File: config.mk
export PLATFORM = sky130hd
export DESIGN_NAME = mem_bus_arbiter2_flat
export DESIGN_NICKNAME = d
export VERILOG_FILES = /design/src/rtl/mem_bus_arbiter2_if.sv /design/src/rtl/mem_bus_arbiter2.sv /design/src/flat_wrapper.sv
export SDC_FILE = /design/constraint.sdc
export NUM_CORES = 1
export LEC_CHECK = 0
export ABC_AREA = 1
export CAP_MARGIN = 40
export CORE_UTILIZATION = 44
export CTS_CLUSTER_DIAMETER = 150
export DETAILED_ROUTE_END_ITERATION = 12
export GPL_TIMING_DRIVEN = 0
export PLACE_DENSITY = 0.85
export SLEW_MARGIN = 40
export SYNTH_ARGS = -nofsm -noshare
export SYNTH_HDL_FRONTEND = slang
export SYNTH_SLANG_ARGS = --single-unit
export TNS_END_PERCENT = 20
File: constraint.sdc
create_clock -name clk -period 4.5 [get_ports clk]
set_input_delay 0.9 -clock clk [delete_from_list [all_inputs] [get_ports clk]]
set_output_delay 0.9 -clock clk [all_outputs]
set_load 0.01 [all_outputs]
File: src/rtl/mem_bus_arbiter2_if.sv
// Bus bundle for the two-master round-robin memory arbiter.
// slave: the arbiter's view; master: requesters, memory and irq controller.
interface mem_bus_arbiter2_if;
    logic        m0_valid;
    logic        m0_instr;
    logic [31:0] m0_addr;
    logic [31:0] m0_wdata;
    logic [3:0]  m0_wstrb;
    logic        m0_ready;
    logic [31:0] m0_rdata;

    logic        m1_valid;
    logic        m1_instr;
    logic [31:0] m1_addr;
    logic [31:0] m1_wdata;
    logic [3:0]  m1_wstrb;
    logic        m1_ready;
    logic [31:0] m1_rdata;

    logic        s_valid;
    logic        s_instr;
    logic [31:0] s_addr;
    logic [31:0] s_wdata;
    logic [3:0]  s_wstrb;
    logic        s_ready;
    logic [31:0] s_rdata;

    logic [1:0]  grant;
    logic        timeout_irq;
    logic        eoi;

    modport slave (
        input  m0_valid, m0_instr, m0_addr, m0_wdata, m0_wstrb,
        output m0_ready, m0_rdata,
        input  m1_valid, m1_instr, m1_addr, m1_wdata, m1_wstrb,
        output m1_ready, m1_rdata,
        output s_valid, s_instr, s_addr, s_wdata, s_wstrb,
        input  s_ready, s_rdata,
        output grant, timeout_irq,
        input  eoi
    );

    modport master (
        output m0_valid, m0_instr, m0_addr, m0_wdata, m0_wstrb,
        input  m0_ready, m0_rdata,
        output m1_valid, m1_instr, m1_addr, m1_wdata, m1_wstrb,
        input  m1_ready, m1_rdata,
        input  s_valid, s_instr, s_addr, s_wdata, s_wstrb,
        output s_ready, s_rdata,
        input  grant, timeout_irq,
        output eoi
    );
endinterface

File: src/rtl/mem_bus_arbiter2.sv
// Two-master round-robin arbiter/sequencer for the native mem bus,
// with a BUSY-phase watchdog that aborts hung transfers and raises an irq.
module mem_bus_arbiter2 #(
    parameter int          TIMEOUT_CYCLES = 255,
    parameter logic [31:0] ERR_RDATA      = 32'hDEAD_BEEF
) (
    input logic               clk,
    input logic               resetn,
    mem_bus_arbiter2_if.slave bus
);

    localparam logic [1:0] IDLE = 2'd0;
    localparam logic [1:0] BUSY = 2'd1;
    localparam logic [1:0] RESP = 2'd2;

    localparam bit WD_EN = (TIMEOUT_CYCLES > 0);
    localparam int CW    = WD_EN ? $clog2(TIMEOUT_CYCLES + 1) : 1;

    // The abort fires on the BUSY cycle that would make the count reach
    // TIMEOUT_CYCLES, so compare against one less than the limit.
    localparam logic [CW-1:0] LIMIT =
        CW'(WD_EN ? TIMEOUT_CYCLES - 1 : 0);

    logic [1:0]    state;
    logic          last_grant;
    logic          owner;
    logic [1:0]    grant;
    logic          s_valid;
    logic          s_instr;
    logic [31:0]   s_addr;
    logic [31:0]   s_wdata;
    logic [3:0]    s_wstrb;
    logic          m0_ready;
    logic          m1_ready;
    logic [31:0]   m0_rdata;
    logic [31:0]   m1_rdata;
    logic          irq;
    logic [CW-1:0] wd_cnt;

    logic [1:0]    req;
    logic          win;
    logic          sel_instr;
    logic [31:0]   sel_addr;
    logic [31:0]   sel_wdata;
    logic [3:0]    sel_wstrb;
    logic          slv_done;
    logic          wd_abort;
    logic          finish;
    logic [31:0]   resp_rdata;

    // Pick the winner: a sole requester, or on a tie the one not served last.
    always_comb begin
        req = {bus.m1_valid, bus.m0_valid};
        win = 1'b0;
        case (req)
            2'b10:   win = 1'b1;
            2'b11:   win = ~last_grant;
            default: win = 1'b0;
        endcase
        sel_instr = win ? bus.m1_instr : bus.m0_instr;
        sel_addr  = win ? bus.m1_addr  : bus.m0_addr;
        sel_wdata = win ? bus.m1_wdata : bus.m0_wdata;
        sel_wstrb = win ? bus.m1_wstrb : bus.m0_wstrb;
    end

    // Completion sources: slave ready wins over a same-cycle watchdog hit.
    always_comb begin
        slv_done   = (state == BUSY) && bus.s_ready;
        wd_abort   = WD_EN && (state == BUSY) && !bus.s_ready
                     && (wd_cnt == LIMIT);
        finish     = slv_done || wd_abort;
        resp_rdata = slv_done ? bus.s_rdata : ERR_RDATA;
    end

    // Sequencer: latch the granted request, hold it on the slave port.
    always_ff @(posedge clk) begin
        if (!resetn) begin
            state      <= IDLE;
            last_grant <= 1'b1;
            owner      <= 1'b0;
            grant      <= 2'b00;
            s_valid    <= 1'b0;
            s_instr    <= 1'b0;
            s_addr     <= '0;
            s_wdata    <= '0;
            s_wstrb    <= '0;
        end else begin
            case (state)
                IDLE: begin
                    if (|req) begin
                        s_valid    <= 1'b1;
                        s_instr    <= sel_instr;
                        s_addr     <= sel_addr;
                        s_wdata    <= sel_wdata;
                        s_wstrb    <= sel_wstrb;
                        grant      <= win ? 2'b10 : 2'b01;
                        last_grant <= win;
                        owner      <= win;
                        state      <= BUSY;
                    end
                end
                BUSY: begin
                    if (finish) begin
                        s_valid <= 1'b0;
                        state   <= RESP;
                    end
                end
                RESP: begin
                    grant <= 2'b00;
                    state <= IDLE;
                end
                default: begin
                    grant   <= 2'b00;
                    s_valid <= 1'b0;
                    state   <= IDLE;
                end
            endcase
        end
    end

    // Response path: one-cycle ready pulse to the owner only.
    always_ff @(posedge clk) begin
        if (!resetn) begin
            m0_ready <= 1'b0;
            m1_ready <= 1'b0;
            m0_rdata <= '0;
            m1_rdata <= '0;
        end else if (finish) begin
            if (owner) begin
                m1_ready <= 1'b1;
                m1_rdata <= resp_rdata;
            end else begin
                m0_ready <= 1'b1;
                m0_rdata <= resp_rdata;
            end
        end else if (state == RESP) begin
            m0_ready <= 1'b0;
            m1_ready <= 1'b0;
            m0_rdata <= '0;
            m1_rdata <= '0;
        end
    end

    // Watchdog: count stalled BUSY cycles, saturating, cleared otherwise.
    always_ff @(posedge clk) begin
        if (!resetn) begin
            wd_cnt <= '0;
        end else if (WD_EN && (state == BUSY) && !finish) begin
            if (wd_cnt != '1) begin
                wd_cnt <= wd_cnt + 1'b1;
            end
        end else begin
            wd_cnt <= '0;
        end
    end

    // Sticky abort irq; a new abort beats a same-cycle eoi.
    always_ff @(posedge clk) begin
        if (!resetn) begin
            irq <= 1'b0;
        end else if (wd_abort) begin
            irq <= 1'b1;
        end else if (bus.eoi) begin
            irq <= 1'b0;
        end
    end

    assign bus.s_valid     = s_valid;
    assign bus.s_instr     = s_instr;
    assign bus.s_addr      = s_addr;
    assign bus.s_wdata     = s_wdata;
    assign bus.s_wstrb     = s_wstrb;
    assign bus.m0_ready    = m0_ready;
    assign bus.m0_rdata    = m0_rdata;
    assign bus.m1_ready    = m1_ready;
    assign bus.m1_rdata    = m1_rdata;
    assign bus.grant       = grant;
    assign bus.timeout_irq = irq;

endmodule

File: src/flat_wrapper.sv
// flat-port wrapper written by rule: the top's interface ports become plain ports
module mem_bus_arbiter2_flat 
#(
    parameter int          TIMEOUT_CYCLES = 255,
    parameter logic [31:0] ERR_RDATA      = 32'hDEAD_BEEF
)
  (clk, resetn, bus_m0_valid, bus_m0_instr, bus_m0_addr, bus_m0_wdata, bus_m0_wstrb, bus_m0_ready, bus_m0_rdata, bus_m1_valid, bus_m1_instr, bus_m1_addr, bus_m1_wdata, bus_m1_wstrb, bus_m1_ready, bus_m1_rdata, bus_s_valid, bus_s_instr, bus_s_addr, bus_s_wdata, bus_s_wstrb, bus_s_ready, bus_s_rdata, bus_grant, bus_timeout_irq, bus_eoi);
  mem_bus_arbiter2_if bus_i ();
  input logic clk;
  input logic resetn;
  input wire logic [$bits(bus_i.m0_valid)-1:0] bus_m0_valid;
  input wire logic [$bits(bus_i.m0_instr)-1:0] bus_m0_instr;
  input wire logic [$bits(bus_i.m0_addr)-1:0] bus_m0_addr;
  input wire logic [$bits(bus_i.m0_wdata)-1:0] bus_m0_wdata;
  input wire logic [$bits(bus_i.m0_wstrb)-1:0] bus_m0_wstrb;
  output wire logic [$bits(bus_i.m0_ready)-1:0] bus_m0_ready;
  output wire logic [$bits(bus_i.m0_rdata)-1:0] bus_m0_rdata;
  input wire logic [$bits(bus_i.m1_valid)-1:0] bus_m1_valid;
  input wire logic [$bits(bus_i.m1_instr)-1:0] bus_m1_instr;
  input wire logic [$bits(bus_i.m1_addr)-1:0] bus_m1_addr;
  input wire logic [$bits(bus_i.m1_wdata)-1:0] bus_m1_wdata;
  input wire logic [$bits(bus_i.m1_wstrb)-1:0] bus_m1_wstrb;
  output wire logic [$bits(bus_i.m1_ready)-1:0] bus_m1_ready;
  output wire logic [$bits(bus_i.m1_rdata)-1:0] bus_m1_rdata;
  output wire logic [$bits(bus_i.s_valid)-1:0] bus_s_valid;
  output wire logic [$bits(bus_i.s_instr)-1:0] bus_s_instr;
  output wire logic [$bits(bus_i.s_addr)-1:0] bus_s_addr;
  output wire logic [$bits(bus_i.s_wdata)-1:0] bus_s_wdata;
  output wire logic [$bits(bus_i.s_wstrb)-1:0] bus_s_wstrb;
  input wire logic [$bits(bus_i.s_ready)-1:0] bus_s_ready;
  input wire logic [$bits(bus_i.s_rdata)-1:0] bus_s_rdata;
  output wire logic [$bits(bus_i.grant)-1:0] bus_grant;
  output wire logic [$bits(bus_i.timeout_irq)-1:0] bus_timeout_irq;
  input wire logic [$bits(bus_i.eoi)-1:0] bus_eoi;
  assign bus_i.m0_valid = bus_m0_valid;
  assign bus_i.m0_instr = bus_m0_instr;
  assign bus_i.m0_addr = bus_m0_addr;
  assign bus_i.m0_wdata = bus_m0_wdata;
  assign bus_i.m0_wstrb = bus_m0_wstrb;
  assign bus_m0_ready = bus_i.m0_ready;
  assign bus_m0_rdata = bus_i.m0_rdata;
  assign bus_i.m1_valid = bus_m1_valid;
  assign bus_i.m1_instr = bus_m1_instr;
  assign bus_i.m1_addr = bus_m1_addr;
  assign bus_i.m1_wdata = bus_m1_wdata;
  assign bus_i.m1_wstrb = bus_m1_wstrb;
  assign bus_m1_ready = bus_i.m1_ready;
  assign bus_m1_rdata = bus_i.m1_rdata;
  assign bus_s_valid = bus_i.s_valid;
  assign bus_s_instr = bus_i.s_instr;
  assign bus_s_addr = bus_i.s_addr;
  assign bus_s_wdata = bus_i.s_wdata;
  assign bus_s_wstrb = bus_i.s_wstrb;
  assign bus_i.s_ready = bus_s_ready;
  assign bus_i.s_rdata = bus_s_rdata;
  assign bus_grant = bus_i.grant;
  assign bus_timeout_irq = bus_i.timeout_irq;
  assign bus_i.eoi = bus_eoi;
  mem_bus_arbiter2 #(.TIMEOUT_CYCLES(TIMEOUT_CYCLES), .ERR_RDATA(ERR_RDATA)) u_core (.clk(clk), .resetn(resetn), .bus(bus_i));
endmodule
==> results_dict.tcl <==
set metrics [dict create \
    status "finished, violations left" \
    failed_checks "design-rule violations" \
    numCtsBuffers 17 \
    htree_levels 4 \
    tritoncts "yes" \
    p_leak_nw 4.71 \
    yosys-mux-area-fraction_pct 0 \
    hold_path_startpoint "u_core.bus.m0_ready$_SDFFE_PN0P_" \
    num_antenna_cells 0 \
    hold_buffers 0 \
    synth_ff_type "dfxtp_1" \
    dp_hpwl_um 17600 \
    rsz0062_at_grt "no" \
    hp-class "reg -> reg" \
    grt_pass1_wl_um 36600 \
    setup_viol 0 \
    final_net_count 1484 \
    io_pins 315 \
    fin_setup_tns_ps 0 \
    post_drt_wl_per_cell_um 15.4 \
    ys_types 31 \
    synth_edf_count 0 \
    drv_cap 0 \
    synth_area_per_cell_um2 6.95 \
    rows 44 \
    cts_setup_buffers 0 \
    wl_um 23100 \
    drive_gt1_share_pct 8.04 \
    ant_nets 0 \
    synth-compound-area-share_pct 12.3 \
    antenna_found_initial 0 \
    yosysTopAreaCellShare_pct 44.7 \
    fin_util_pct 73.1 \
    yosys.area_share.simple_pct 32.0 \
    fmax_mhz 419 \
    syn-instance-count 974 \
    synthAdderAreaFrac_pct 0.370 \
    ir_drop_uv 255 \
    critPathLaunch "bus_m1_valid" \
    io_buffers 313 \
    min_period_ps 2390 \
    core_area_mm2 0.0148 \
    cts_root_buf "clkbuf_16" \
    grt_usage_pct 29.6 \
    worst_setup_path_end_kind "register" \
    worstSkewPairLatency_ps 430 \
    syn_to_final_growth_pct 59.3 \
    worstPathRequired_ps 4790 \
    clk_pin_slew_ps 60 \
    skew_ps 7.44 \
    drc 1 \
    r2r-start "u_core.last_grant$_SDFFE_PN1P_" \
    grt_start_max_net_pins 17 \
    syn_nets 1152 \
    postSynth.asyncResetShare_pct 0 \
    arrival_ps 2670 \
    yosys_warnings 0 \
    clock_path_buffers 2 \
    power_density_mw_per_mm2 408 \
    slew_viol_final 0 \
    firstDrtPassIters 9 \
    dp.cells 1471 \
    drt-initial-drc-count 350 \
    overflow 0 \
    period_share_pct 53.0 \
    syn-cell-area_mm2 0.00677 \
    grt_pass1_vias 7263 \
    max_slew.worst_pin.slew_ps 635 \
    yosysSeqAreaShare_pct 44.7 \
    max-slew-margin-rel_pct 57.7 \
    yosys-top-cells-area "dfxtp_1 (45%), nand2_1 (16%), nor2_1 (6.7%)" \
    die_h_um 126 \
    routed_via_density 5.01 \
    worstSetupPathType "in -> reg" \
    critPathLaunchType "input pin" \
    ys_seq_elements 151 \
    ff2ff_setup_slack_ps 2790 \
    instances_no_fill 1503 \
    vias 7530 \
    cts_resized 0 \
    gp_congestion 0.893 \
    yosysTopAreaCell "dfxtp_1" \
    hold_viol 0 \
    start_util_pct 45.9 \
    die_width_um 126 \
    fill_cells 1163 \
    worstPathMaxFanout 10 \
    synth_top_family_by_area "simple AND/OR/NAND/NOR gates" \
    clock-sinks 151 \
    dieArea_mm2 0.0159 \
    synth-xor-area-share_pct 0.388 \
]
==> Yosys cell counts, types with 2 or more instances <==
library cell and n:
nand3_1 71, inv_2 2, buf_2 23, a21oi_1 12, xor2_1 2, nor2_2 30
buf_1 3, o21ai_0 60, a31oi_1 69, ha_1 2, buf_6 9, dfxtp_1 151
inv_1 88, nand2_1 282, nor2_1 120, nand2_4 5, nor3_1 2, clkbuf_1 30
==> report_power, final <==
part / internal (mW) / switching (mW)
clock: 1.02 / 0.555
sequential: 1.51 / 0.0960
combinational: 0.615 / 0.601
total: 3.15 / 1.25
==> per-layer routing <==
layer  vias up  global-route usage (%)  wire length (um)
met5         -                       0                 0
met3        77                    8.92              1810
met4         0                    19.0              1330
met1      3362                    31.1              8560
li1       3762                       -                 -
met2       329                    51.5             11400
==> sequential cells by signal (all words and copies together) (netlist names) <==
name	cells
u_core.bus.m1_rdata	32
u_core.bus.timeout_irq	1
u_core.bus.s_addr	32
u_core.bus.s_valid	1
u_core.last_grant	1
u_core.bus.m1_ready	1
u_core.bus.m0_rdata	32
u_core.bus.s_wdata	32
u_core.wd_cnt	8
u_core.state	2
u_core.bus.m0_ready	1
u_core.bus.s_instr	1
u_core.owner	1
u_core.bus.grant	2
u_core.bus.s_wstrb	4
==> layout by cell type, fill, tap and decap left out, types with 2 or more instances in the layout <==
master,n
ha_1,2
clkbuf_1,32
nor2_1,120
inv_1,88
clkbuf_8,6
clkdlybuf4s50_1,313
clkbuf_16,17
o21ai_0,60
dfxtp_1,151
buf_2,23
inv_2,2
bufinv_16,4
nor3_1,2
nand3_1,71
a31oi_1,69
xor2_1,2
buf_6,9
nor2_2,30
clkinv_2,2
nand2_4,5
nand2_1,282
a21oi_1,12
buf_1,3
==> worst paths after layout <==
check	endpoint	cells past startpoint
worst max register to register	u_core.bus.s_wdata[12]$_SDFFE_PN0P_	6
worst min register to register	u_core.bus.m0_ready$_SDFFE_PN0P_	2
worst max-delay path	u_core.bus.s_wdata[12]$_SDFFE_PN0P_	8
worst min-delay path	u_core.bus.m0_ready$_SDFFE_PN0P_	2
==> area by class of cell <==
class	instances	area [um^2]	share of cell area [%]
buffer	66	348	3.23
clock buffer	25	515	4.78
clock inverter	7	138	1.28
inverter	92	348	3.23
multi-input combinational	665	3050	28.3
sequential	151	3020	28.0
tap	184	230	2.13
timing repair buffer	313	3130	29.1
==> kinds of logic (layout without fill, tap and decap cells) <==
family,count (synthesis),after routing
simple gates,515,515
buf+inv,158,503
flops,151,151
compound gates,145,145
xor+xnor,3,3
fa+ha+maj,2,2
==> stage by stage <==
stage	setup WS (ps)	hold WS (ps)	total power [mW]	area, um^2
final	2110	464	4.40	10800
after global routing	1910	486	4.60	10800
after CTS	2070	464	4.41	10800
after detailed placement	1640	454	2.85	10100
after global placement	1650	451	2.82	10100
after floorplan	2620	455	2.19	6770
==> critical path, cell delays in order <==
cell and delay (ps):
clkdlybuf4s50_1 500, inv_1 60, a21oi_2 360, inv_2 170
buf_2 220, clkbuf_1 250, nand2_1 120, a31oi_1 80
No activity file was read; power rests on OpenSTA's default activity.
